### config.mk
export PLATFORM = sky130hd
export DESIGN_NAME = fejkon_led_ctrl
export DESIGN_NICKNAME = d
export VERILOG_FILES = /design/src/rtl/fejkon_led_pkg.sv /design/src/rtl/fejkon_led_ctrl_timebase.sv /design/src/rtl/fejkon_led_ctrl.sv
export SDC_FILE = /design/constraint.sdc
export NUM_CORES = 1
export LEC_CHECK = 0
export ABC_CLOCK_PERIOD_IN_PS = 18160
export CORE_ASPECT_RATIO = 1.5
export CORE_MARGIN = 4
export CORE_UTILIZATION = 35
export DETAILED_ROUTE_END_ITERATION = 8
export GPL_TIMING_DRIVEN = 0
export MAX_ROUTING_LAYER = met4
export PLACE_DENSITY = 0.62
export REMOVE_ABC_BUFFERS = 1
export SETUP_SLACK_MARGIN = 0.1
export SYNTH_ARGS = -nofsm -noshare
export SYNTH_HDL_FRONTEND = slang
export SYNTH_SLANG_ARGS = --single-unit
### constraint.sdc
create_clock -name clk -period 18.16 [get_ports clk]
set_clock_uncertainty 0.05 [all_clocks]
set_input_delay 4.54 -clock clk [delete_from_list [all_inputs] [get_ports clk]]
set_output_delay 4.54 -clock clk [all_outputs]
set_load 0.02 [all_outputs]
### src/rtl/fejkon_led_pkg.sv
// Shared types and widths for the fejkon front-panel LED controller.
package fejkon_led_pkg;

    typedef enum logic [1:0] {
        LED_DOWN,
        LED_UP,
        LED_ACT,
        LED_FLAP
    } led_state_t;

    localparam int TickCntW = 32;
    localparam int HoldCntW = 16;

    function automatic logic decode_led(led_state_t s, logic fast_phase, logic slow_phase);
        case (s)
            LED_UP:   return 1'b1;
            LED_ACT:  return ~fast_phase;
            LED_FLAP: return slow_phase;
            default:  return 1'b0;
        endcase
    endfunction

endpackage

### src/rtl/fejkon_led_ctrl_timebase.sv
// Shared blink time base: tick prescaler plus fast/slow phase toggles,
// so every port LED blinks in phase.
module led_timebase
    import fejkon_led_pkg::*;
#(
    parameter logic [31:0] TickDiv   = 32'd12_500_000,
    parameter logic [7:0]  SlowTicks = 8'd5
) (
    input  logic clk,
    input  logic reset,
    output logic tick,
    output logic fast_phase,
    output logic slow_phase
);

    logic [TickCntW-1:0] prescaler;
    logic [7:0]          slow_cnt;
    logic                wrap;

    assign wrap = (prescaler == TickDiv - 32'd1);

    always_ff @(posedge clk or posedge reset) begin
        if (reset) begin
            prescaler  <= '0;
            slow_cnt   <= '0;
            tick       <= 1'b0;
            fast_phase <= 1'b0;
            slow_phase <= 1'b0;
        end else begin
            tick <= wrap;
            if (wrap) begin
                prescaler  <= '0;
                fast_phase <= ~fast_phase;
                if (slow_cnt == SlowTicks - 8'd1) begin
                    slow_cnt   <= '0;
                    slow_phase <= ~slow_phase;
                end else begin
                    slow_cnt <= slow_cnt + 8'd1;
                end
            end else begin
                prescaler <= prescaler + 32'd1;
            end
        end
    end

endmodule

### src/rtl/fejkon_led_ctrl.sv
// Per-port status LED controller with link-flap detection.
// Optional FEJKON_LED_LAMP_TEST_EN adds a lamp_test input forcing all LEDs on.
//
// state     | meaning
// LED_DOWN  | link down, LED off
// LED_UP    | link up and idle, LED steady on
// LED_ACT   | link up with recent activity, LED blinks on fast phase
// LED_FLAP  | link flapping, LED blinks on slow phase until quiet
module fejkon_led_ctrl
    import fejkon_led_pkg::*;
#(
    parameter int          Ports           = 4,
    parameter logic [31:0] TickDiv         = 32'd12_500_000,
    parameter logic [7:0]  SlowTicks       = 8'd5,
    parameter logic [7:0]  ActHoldTicks    = 8'd2,
    parameter logic [15:0] FlapWindowTicks = 16'd50,
    parameter logic [3:0]  MaxStrikes      = 4'd3,
    parameter logic [15:0] FlapHoldTicks   = 16'd100
) (
    input  logic             clk,
`ifdef FEJKON_LED_LAMP_TEST_EN
    input  logic             lamp_test,
`endif
    input  logic             reset,
    input  logic [Ports-1:0] link_up,
    input  logic [Ports-1:0] activity,
    output logic [Ports-1:0] led,
    output logic [Ports-1:0] flapping,
    output logic             tick
);

    if (TickDiv < 32'd2) begin : g_bad_tickdiv
        $error("fejkon_led_ctrl: TickDiv must be >= 2");
    end

    logic fast_phase;
    logic slow_phase;
    logic lamp;

`ifdef FEJKON_LED_LAMP_TEST_EN
    assign lamp = lamp_test;
`else
    assign lamp = 1'b0;
`endif

    led_timebase #(
        .TickDiv   (TickDiv),
        .SlowTicks (SlowTicks)
    ) u_timebase (
        .clk        (clk),
        .reset      (reset),
        .tick       (tick),
        .fast_phase (fast_phase),
        .slow_phase (slow_phase)
    );

    for (genvar i = 0; i < Ports; i++) begin : g_port
        led_state_t          state;
        logic                link_r;
        logic [7:0]          act_cnt;
        logic [HoldCntW-1:0] win_cnt;
        logic [HoldCntW-1:0] hold_cnt;
        logic [3:0]          strikes;
        logic                led_q;
        logic                flap_q;
        logic                edge_det;
        logic                trip;

        assign edge_det    = link_up[i] ^ link_r;
        assign trip        = (strikes == 4'd0) && (win_cnt != '0);
        assign led[i]      = led_q;
        assign flapping[i] = flap_q;

        always_ff @(posedge clk or posedge reset) begin
            if (reset) begin
                state    <= LED_DOWN;
                link_r   <= 1'b0;
                act_cnt  <= '0;
                win_cnt  <= '0;
                hold_cnt <= '0;
                strikes  <= MaxStrikes;
                led_q    <= 1'b0;
                flap_q   <= 1'b0;
            end else begin
                link_r <= link_up[i];
                led_q  <= lamp | decode_led(state, fast_phase, slow_phase);

                if (activity[i])
                    act_cnt <= ActHoldTicks;
                else if (tick && act_cnt != '0)
                    act_cnt <= act_cnt - 8'd1;

                // An edge landing on the closing tick still strikes the old window.
                if (trip) begin
                    win_cnt <= '0;
                    strikes <= MaxStrikes;
                end else if (edge_det && win_cnt == '0) begin
                    win_cnt <= FlapWindowTicks;
                    strikes <= MaxStrikes - 4'd1;
                end else begin
                    if (edge_det && strikes != 4'd0)
                        strikes <= strikes - 4'd1;
                    if (tick && win_cnt != '0)
                        win_cnt <= win_cnt - 16'd1;
                end

                if (trip) begin
                    state    <= LED_FLAP;
                    hold_cnt <= FlapHoldTicks;
                    flap_q   <= 1'b1;
                end else if (state == LED_FLAP) begin
                    if (edge_det) begin
                        hold_cnt <= FlapHoldTicks;
                    end else if (hold_cnt == '0) begin
                        state  <= link_up[i] ? LED_UP : LED_DOWN;
                        flap_q <= 1'b0;
                    end else if (tick) begin
                        hold_cnt <= hold_cnt - 16'd1;
                    end
                end else begin
                    flap_q <= 1'b0;
                    if (!link_up[i])
                        state <= LED_DOWN;
                    else if (activity[i] || act_cnt != '0)
                        state <= LED_ACT;
                    else
                        state <= LED_UP;
                end
            end
        end
    end

endmodule

Word-level counts from Yosys, hierarchy flattened:

Index checks and enable logic that the tools add are counted.

* logic and storage cells: 266
* register bits after elaboration: 239

* equal/unequal tests: 26
* reductions and logical operators: 77
* add/sub/neg operators: 18
* bitwise logic cells: 6
* multiplexer cells: 102

Operators with widths (number)
* 16-bit two-way mux: 32
* 16-bit logical NOT: 8
* 16-bit by 1-bit subtractor with 16-bit output (second input constant): 8
* 8-bit two-way mux: 9
* 16-bit nonzero test: 4
* 2-bit two-way mux: 24
* 4-bit two-way mux: 12
* 3-bit nonzero test: 12
* 32-bit by 1-bit adder with 32-bit output (second input constant): 1
* 32-bit by 24-bit == test with 1-bit output (second input constant): 1
* 32-bit two-way mux: 1
* 8-bit nonzero test: 4
* 8-bit by 1-bit subtractor with 8-bit output (second input constant): 4
* 3-bit inequality test (second input constant): 8
* 1-bit logical AND: 20
* 1-bit two-way mux: 20
* 2-bit == test (second input constant): 8
* 4-bit logical NOT: 4
* 2-bit nonzero test: 8
* 4-bit nonzero test: 4
* 4-bit by 1-bit subtractor with 4-bit output (second input constant): 4
* 3-bit by 2-bit inequality test with 1-bit output (second input constant): 4
* 1-bit one-hot mux with 3 select lines: 4
* 3-bit AND reduction: 4
* other kinds (7): 21

Logic depth before layout (Yosys ltp):

Gate-level depths: netlist of the first run.

* depth after elaboration: 6
* mapped depth: 11
* mapped depth without buffers: 8

By module:

Synthesis of the first run repeated with hierarchy kept, for this count alone.

* cells, all modules: 1374
* area, all modules: 13122.6 um^2

By module, submodules not included
* fejkon_led_ctrl: sequential area each 4914.7 um^2, cells each 1163, times used 1, area an instance 10945.5 um^2
* led_timebase: sequential area each 1076.0 um^2, cells each 211, times used 1, area an instance 2177.1 um^2

Least setup slack after synthesis of the first run:

Ideal clock, no wire load.

* kind: input to register
* start: input link_up[3]
* end: register g_port[3].hold_cnt[15]
* cell stages on the path: 6
* path buffers: 0
* setup time: 0.132 ns
* data arrival time: 5.956 ns
* slack: 12.022 ns
* cells stage by stage: xor2_1 > nand3_1 > a21boi_1 > a2111oi_0 > xnor2_1 > nor2_1

* longest elaborated chain between the ends: 4
* elaborated cells between the ends (all ways): 7
* those cells by class: eq/ne (1); mux (3); bitwise (1); reduce/logical (2)

RTL lines
* start: declaration: line fejkon_led_ctrl.sv:25 `input logic [Ports-1:0] link_up,`
* 1-bit XOR (*): line fejkon_led_ctrl.sv:69 `assign edge_det = link_up[i] ^ link_r;`
* 16-bit two-way mux: line fejkon_led_ctrl.sv:112 `if (edge_det) begin`
* 16-bit two-way mux: line fejkon_led_ctrl.sv:111 `end else if (state == LED_FLAP) begin`
* 16-bit two-way mux: line fejkon_led_ctrl.sv:107 `if (trip) begin`
* end signal: assignment: line fejkon_led_ctrl.sv:109 `hold_cnt <= FlapHoldTicks;`
* end signal: assignment: line fejkon_led_ctrl.sv:113 `hold_cnt <= FlapHoldTicks;`
* end signal: assignment: line fejkon_led_ctrl.sv:118 `hold_cnt <= hold_cnt - 16'd1;`
* end: declaration: line fejkon_led_ctrl.sv:62 `logic [HoldCntW-1:0] hold_cnt;`

Every way passes the cells marked *; elsewhere a longest branch is shown, timed or not. The select of a mux whose other input is x is not followed.
A chain may end at the register's enable or synchronous reset.

Final worst setup path of the first run:

* start: input link_up[1]
* end: register g_port[1].win_cnt[1]

* longest elaborated chain between the ends: 4
* elaborated cells between the ends (all ways): 5
* those cells by class: mux (2); bitwise (1); reduce/logical (2)

RTL lines
* 1-bit XOR (*): line fejkon_led_ctrl.sv:69
* 1-bit logical AND (*): line fejkon_led_ctrl.sv:97 `end else if (edge_det && win_cnt == '0) begin`
* 16-bit two-way mux: line fejkon_led_ctrl.sv:97
* 16-bit two-way mux: line fejkon_led_ctrl.sv:94 `if (trip) begin`
* end signal: assignment: line fejkon_led_ctrl.sv:98 `win_cnt <= FlapWindowTicks;`
* end signal: assignment: line fejkon_led_ctrl.sv:104 `win_cnt <= win_cnt - 16'd1;`
* end: declaration: line fejkon_led_ctrl.sv:61 `logic [HoldCntW-1:0] win_cnt;`

Every way passes the cells marked *; elsewhere a longest branch is shown, timed or not.

==> results of run 1 <==
## routing by layer
| metal | vias to the layer above | part of all wire (%) | routed length (um) |
|---|---|---|---|
| li1 | 4497 | - | - |
| met1 | 4472 | 44 | 10800 |
| met3 | 47 | 3.2 | 785 |
| met4 | 0 | 3.1 | 757 |
| met5 | - | 0 | 0 |
| met2 | 116 | 50 | 12400 |
## layout make-up
| type | count | area, um^2 | area share, % |
|---|---|---|---|
| sequential | 239 | 5990 | 43.8 |
| clock inverter | 9 | 52.6 | 0.384 |
| clock buffer | 36 | 747 | 5.46 |
| multi-input combinational | 946 | 5880 | 43.0 |
| inverter | 54 | 210 | 1.54 |
| timing repair buffer | 20 | 219 | 1.60 |
| tap | 467 | 584 | 4.27 |
## power breakdown
group          total (mW)  internal [mW]  switching (mW)
Combinational       0.259         0.0846           0.174
Sequential          0.601          0.574          0.0278
Clock               0.500          0.285           0.214
Total                1.36          0.944           0.416
## registers in the layout (all words and copies together), names as in the netlist
register,count
g_port.link_r,4
g_port.flap_q,4
u_timebase.tick,1
g_port.win_cnt,64
g_port.act_cnt,32
g_port.strikes,16
u_timebase.slow_phase,1
g_port.state,8
u_timebase.slow_cnt,8
u_timebase.fast_phase,1
g_port.led_q,4
u_timebase.prescaler,32
g_port.hold_cnt,64
## worst max-delay path, cell delays in order
cell and delay, ps:
clkdlybuf4s50_1 600, xor2_1 570, nor3_1 170, a21oi_1 1000, nor3_1 100, a211oi_1 260
## cell usage in the layout, fill, tap and decap left out, drive strengths merged, types with 9 or more instances in the layout
cell and count:
nor3 49, nand2 93, dfrtp 231, or4 22, xnor2 93, a211oi 13, nand3 29, o21ai 57
nand4 28, clkbuf 36, nor4 47, ha 26, and2 9, a21oi 45, inv 56, o311ai 10
or3 27, xor2 74, nor2 198, clkdlybuf4s50 18
## logic make-up (layout without fill, tap and decap cells)
| logic type | Yosys count | after routing |
|---|---|---|
| compound gates | 189 | 189 |
| xor+xnor | 167 | 167 |
| fa+ha+maj | 26 | 26 |
| buf+inv | 93 | 119 |
| flops | 239 | 239 |
| mux | 3 | 3 |
| simple gates | 561 | 561 |
## how the worst max path moves through the flow
stage / slack [ps] / end / cells after the start
after global placement: 3850 / g_port[0].hold_cnt[12]$_DFFE_PP0P_ / 2
after floorplan: 7020 / g_port[0].act_cnt[0]$_DFFE_PP0P_ / 1
final: 11310 / g_port[1].win_cnt[1]$_DFFE_PP0P_ / 6
after CTS: 11260 / g_port[1].win_cnt[1]$_DFFE_PP0P_ / 6
after detailed placement: 10680 / g_port[1].win_cnt[1]$_DFFE_PP0P_ / 6
after global routing: 11080 / g_port[1].win_cnt[1]$_DFFE_PP0P_ / 6
==> metrics.md, run 1 <==
| Metric | Value |
|---|---|
| Final hold slack | `416 ps` |
| Slew margin rel. | `14.4%` |
| Avg Inst Size Synth | `9.60 um^2` |
| Hold buffers post-CTS | `0` |
| Cell taking the most area after synthesis | `dfrtp_1` |
| Reg2reg end | `g_port[0].win_cnt[4]$_DFFE_PP0P_` |
| Clk buf depth | `3` |
| Setup WS pre-CTS | `10680 ps` |
| Final hold vios | `0` |
| Vias | `9132` |
| Seq cells post-synth | `239` |
| Met1 Usage GRT | `16.0%` |
| Routed wire per std cell | `14.0 um` |
| DR DRC count | `0` |
| Antenna cells | `0` |
| Fill cell count | `3316` |
| Worst EP required | `18550 ps` |
| Type of the worst min-delay path | `flip-flop to flip-flop` |
| Crit path from | `link_up[1]` |
| Core ar. | `34400 um^2` |
| Placed insts | `1726` |
| Leak | `5.69 nW` |
| Crit-path max FO | `16` |
| Hold endpoint | `u_timebase.slow_phase$_DFFE_PP0P_` |
| Synth top area share | `47.1%` |
| Most used DFF post-synth | `dfrtp_1` |
| WL final | `24.8 mm` |
| Post-Synth Simple-Gate Area | `22.9%` |
| Final Total Pwr | `1.36 mW` |
| CTS tree | `built` |
| H-tree lvl count | `1` |
| GRT Total Usage | `13.4%` |
| Global-route wire length before repair | `43.3 mm` |
| DRT Pass-1 Iters | `4` |
| Final Instance Count excl. Fillers | `1771` |
| DP Wirelength | `16.6 mm` |
| Synth Warn # | `0` |
| Most common cell in the synthesized netlist | `dfrtp_1` |
| Vias per cell | `5.16` |
| Initial antenna violation count | `0` |
| Minimum clock period | `6850 ps` |
| Mapped Area | `12300 um^2` |
| Sequential fraction of the synthesis area | `48.9%` |
| Final worst setup slack | `11310 ps` |
| GRT Max-Usage Layer | `met2` |
| Worst hold path startpoint | `u_timebase.slow_phase$_DFFE_PP0P_` |
| Post-CTS Resized | `0` |
| RSZ-0062 raised after global routing | `no` |
| Initial Util | `35.7%` |
| Finished Core Util | `39.8%` |
| Area grow syn2layout | `11.6%` |
| Slew @ Worst Pin | `1270 ps` |
| Hold depth | `1` |
| Iter 0 DRT Violations | `435` |
| Critical path type | `input pin to flip-flop` |
| TritonCTS Buffers | `25` |
| Post-synth cell types | `70` |
| Ys async rst share | `100%` |
| Count of final setup violators | `0` |
| Die width | `161 um` |
| Vias in the first global route | `9170` |
| Share of cells above drive strength 1 | `5.52%` |
| Die ar. | `38200 um^2` |
| Pin count of the biggest net entering global routing | `134` |
| Setup TNS | `0 ps` |
| Max Slew Vio Count | `0` |
| Port buffer count | `18` |
| Outcome | `finished, final reports clean` |
| Placed Area | `12900 um^2` |
| EDFF count, synth | `0` |
| R2R Path Start | `g_port[0].win_cnt[0]$_DFFE_PP0P_` |
| Finished Cell Area | `13700 um^2` |
| Post-CTS Setup Inserts | `0` |
| Die Y | `237 um` |
| Complex-gate fraction of the synthesized area | `10.2%` |
| Adder-Cell Fraction of Synth Area | `2.65%` |
| Largest cells by area after synthesis | `dfrtp_1, xnor2_1, nor2_1` |
| Grt met2 use | `22.9%` |
| Remaining antenna violation count | `0` |
| CP arrival | `7240 ps` |
| Worst-path clk slew | `60 ps` |
| Routability Congestion | `0.817` |
| GRT overflow | `0` |
| Post-Synth XOR/XNOR Area | `11.9%` |
| Clock Tree Root | `clkbuf_16` |
| Max VDD drop | `0.0521 mV` |
| Power per Cell Area | `99.4 nW/um^2` |
| Reg2Reg Setup Slack | `14780 ps` |
| Nets | `1322` |
| F_max | `146 MHz` |
| Maxcap violations | `0` |
| Top post-synthesis cells by count | `dfrtp_1, nor2_1, nand2_1, xnor2_1, xor2_1` |
| GRT met3 Usage | `1.89%` |
| Largest family of logic cells by synthesized area | `simple AND/OR/NAND/NOR gates` |
| Ports | `19` |
| Reg2reg path depth | `8` |
| Row count | `83` |
| Clk sinks | `239` |
| Setup crit start kind | `input pin` |
| Clk_lat worst skew | `530 ps` |
| Cells after Synth | `1278` |
| Crit end category | `flip-flop` |
| Mux cell area share after synthesis | `0.255%` |
| Crit share post-route | `37.7%` |
Note: power is estimated with default switching activity, not from simulation.
==> run 2: changes to the inputs <==
Settings changed: ABC_CLOCK_PERIOD_IN_PS 18160 to 6300, PLACE_DENSITY 0.62 to 0.63.
Clock period 18.16 ns to 6.3 ns, I/O delays scaled along.
==> metrics.md, run 2 (synthesized netlist as in run 1, its figures left out) <==
| Metric | Value |
|---|---|
| Post-CTS Resized | `0 (unchanged)` |
| Net Sw Frac | `29.5% (-1.1 points)` |
| Nets | `1325 (+0.23%)` |
| Die ar. | `38200 um^2 (unchanged)` |
| Initial antenna violation count | `0 (unchanged)` |
| F_max | `259 MHz` |
| Hold depth | `1 (unchanged)` |
| Crit share post-route | `61.2%` |
| Vias | `9121 (-0.12%)` |
| Worst hold path startpoint | `u_timebase.slow_phase$_DFFE_PP0P_` |
| DR DRC count | `0 (unchanged)` |
| Critical-path cell list | `clkdlybuf4s50_1 -> xor2_1 -> nor3_1 -> a21oi_1 -> nor3_1 -> a211oi_1` |
| Slew @ Worst Pin | `1210 ps (-59.0 ps)` |
| Reg2reg path depth | `6 (-2)` |
| Ports | `19 (unchanged)` |
| Max VDD drop | `0.192 mV (+270%)` |
| Initial Util | `35.7% (unchanged)` |
| Hold endpoint | `u_timebase.slow_phase$_DFFE_PP0P_` |
| Worst EP required | `6670 ps (-11880 ps)` |
| CTS tree | `built` |
| Clock Tree Root | `clkbuf_16` |
| Reg2reg end | `g_port[1].hold_cnt[1]$_DFFE_PP0P_` |
| R2R Path Start | `g_port[1].win_cnt[7]$_DFFE_PP0P_` |
| Global-route wire length before repair | `43.3 mm (about the same)` |
| GRT overflow | `0 (unchanged)` |
| Vias in the first global route | `9251 (+0.88%)` |
| Regs by FF count | `g_port.hold_cnt (64), g_port.win_cnt (64)` |
| Clk sinks | `239 (unchanged)` |
| Max Slew Vio Count | `0 (unchanged)` |
| Iter 0 DRT Violations | `480 (+10%)` |
| Maxcap violations | `0 (unchanged)` |
| Setup crit start kind | `input pin` |
| Minimum clock period | `3860 ps` |
| Share of cells above drive strength 1 | `5.43% (-0.093 points)` |
| Power per Cell Area | `289 nW/um^2 (+190%)` |
| Commonest non-fill, non-tap cell in the layout | `dfrtp_1` |
| Most frequent cells in the layout | `dfrtp_1, nor2_1, xnor2_1, nand2_1, xor2_1` |
| Placed Area | `12900 um^2 (+0.21%)` |
| Internal | `2.81 mW (+200%)` |
| TritonCTS Buffers | `26 (+4.0%)` |
| Count of final setup violators | `0 (unchanged)` |
| Worst-path clk slew | `60 ps (about the same)` |
| Clk_lat worst skew | `530 ps (about the same)` |
| Hold buffers post-CTS | `0 (unchanged)` |
| Slew margin rel. | `18.4% (+4.0 points)` |
| CP max stage cell | `a21oi_1` |
| Critical path type | `input pin to flip-flop` |
| Remaining antenna violation count | `0 (unchanged)` |
| Core ar. | `34400 um^2 (unchanged)` |
| Type of the worst min-delay path | `flip-flop to flip-flop` |
| Fill cell count | `3368 (+1.6%)` |
| GRT Total Usage | `13.3% (-0.10 points)` |
| Clk buf depth | `3 (unchanged)` |
| H-tree lvl count | `1 (unchanged)` |
| Clock power frac | `37.8% (+1.0 points)` |
| WL final | `24.5 mm (-0.97%)` |
| Top cell by count, worst path | `nor3_1` |
| Die width | `161 um (unchanged)` |
| Final hold slack | `423 ps (+7.47 ps)` |
| Port buffer count | `18 (unchanged)` |
| Pin count of the biggest net entering global routing | `103 (-23%)` |
| Routed wire per std cell | `13.8 um (-1.2%)` |
| DP Wirelength | `16.5 mm (-0.46%)` |
| DRT Pass-1 Iters | `5 (+1)` |
| NetSw | `1.18 mW (+180%)` |
| Final hold vios | `0 (unchanged)` |
| Vias per cell | `5.14 (-0.35%)` |
| RSZ-0062 raised after global routing | `no` |
| Comb pwr share | `18.7% (-0.3 points)` |
| Post-CTS Setup Inserts | `0 (unchanged)` |
| Leak | `5.73 nW (+0.62%)` |
| CP arrival | `4220 ps (-3020 ps)` |
| Row count | `83 (unchanged)` |
| Reg2Reg Setup Slack | `3120 ps (-11660 ps)` |
| Flop pwr share | `43.5% (-0.7 points)` |
| Antenna cells | `0 (unchanged)` |
| Routability Congestion | `0.816 (-0.12%)` |
| Crit-path max FO | `16 (unchanged)` |
| Die Y | `237 um (unchanged)` |
| Crit end category | `flip-flop` |
| Finished Cell Area | `13800 um^2 (+0.62%)` |
| Max incr delay on CP | `970 ps (-30 ps)` |
| Area grow syn2layout | `12.3%` |
| Outcome | `finished, final reports clean` |
[run 2: power by group through the flow]
stage          Combinational [mW]  Sequential (mW)  Clock, mW
3_3_place_gp                0.723             1.76          0
6_report                    0.744             1.73       1.51
2_1_floorplan               0.552             1.74          0
5_1_grt                     0.854             1.75       1.62
3_5_place_dp                0.747             1.76          0
4_1_cts                     0.751             1.73       1.56
[run 2: critical path: cells and delay by family]
family                    cells  cell delay (ps)
AOI/OAI and AO/OA             2             1230
xor gates and xnor gates      1              570
buffers and inverters         1              580
and+or+nand+nor               2              270
[run 2: worst max path at each step]
stage | startpoint | to | slack, ps | cells after the start
floorplan | reset | g_port[0].act_cnt[0]$_DFFE_PP0P_ | -1870 | 1
global placement | reset | g_port[1].hold_cnt[7]$_DFFE_PP0P_ | -5050 | 2
detailed placement | link_up[1] | g_port[1].win_cnt[1]$_DFFE_PP0P_ | 1850 | 6
CTS | link_up[1] | g_port[1].win_cnt[1]$_DFFE_PP0P_ | 2400 | 6
global route | link_up[1] | g_port[1].win_cnt[1]$_DFFE_PP0P_ | 2170 | 6
finish | link_up[1] | g_port[1].win_cnt[1]$_DFFE_PP0P_ | 2440 | 6
[run 2: per-layer routing]
metal  global-route usage, %  up-vias  part of all wire [%]  routed length [um]
met4                    4.06        0                   2.1                 511
li1                        -     4518                     -                   -
met1                    16.1     4453                    44               10800
met5                       -        -                     0                   0
met3                    1.72       44                   2.7                 654
met2                    23.2      106                    51               12500
[run 2: cell type report]
class / count / area [um^2] / area share (%)
flip-flops and latches: 239 / 5990 / 43.5
clock inverters: 6 / 55.1 / 0.400
clock buffers: 41 / 798 / 5.80
repair buffers: 22 / 254 / 1.84
inverters: 54 / 210 / 1.53
well taps: 467 / 584 / 4.24
multi-input cells: 946 / 5870 / 42.7
[run 2: stage by stage]
step	worst slack, ps	std cells	utilization (%)	setup TNS [ps]	power (mW)
after floorplan	-1870	1239	-	-432470	2.30
after global placement	-5050	1724	37.3	-1182270	2.48
after detailed placement	1850	1727	37.5	0	2.51
after CTS	2400	1774	40.0	0	4.04
after global routing	2170	1775	40.1	0	4.22
final	2440	1775	40.1	0	3.98
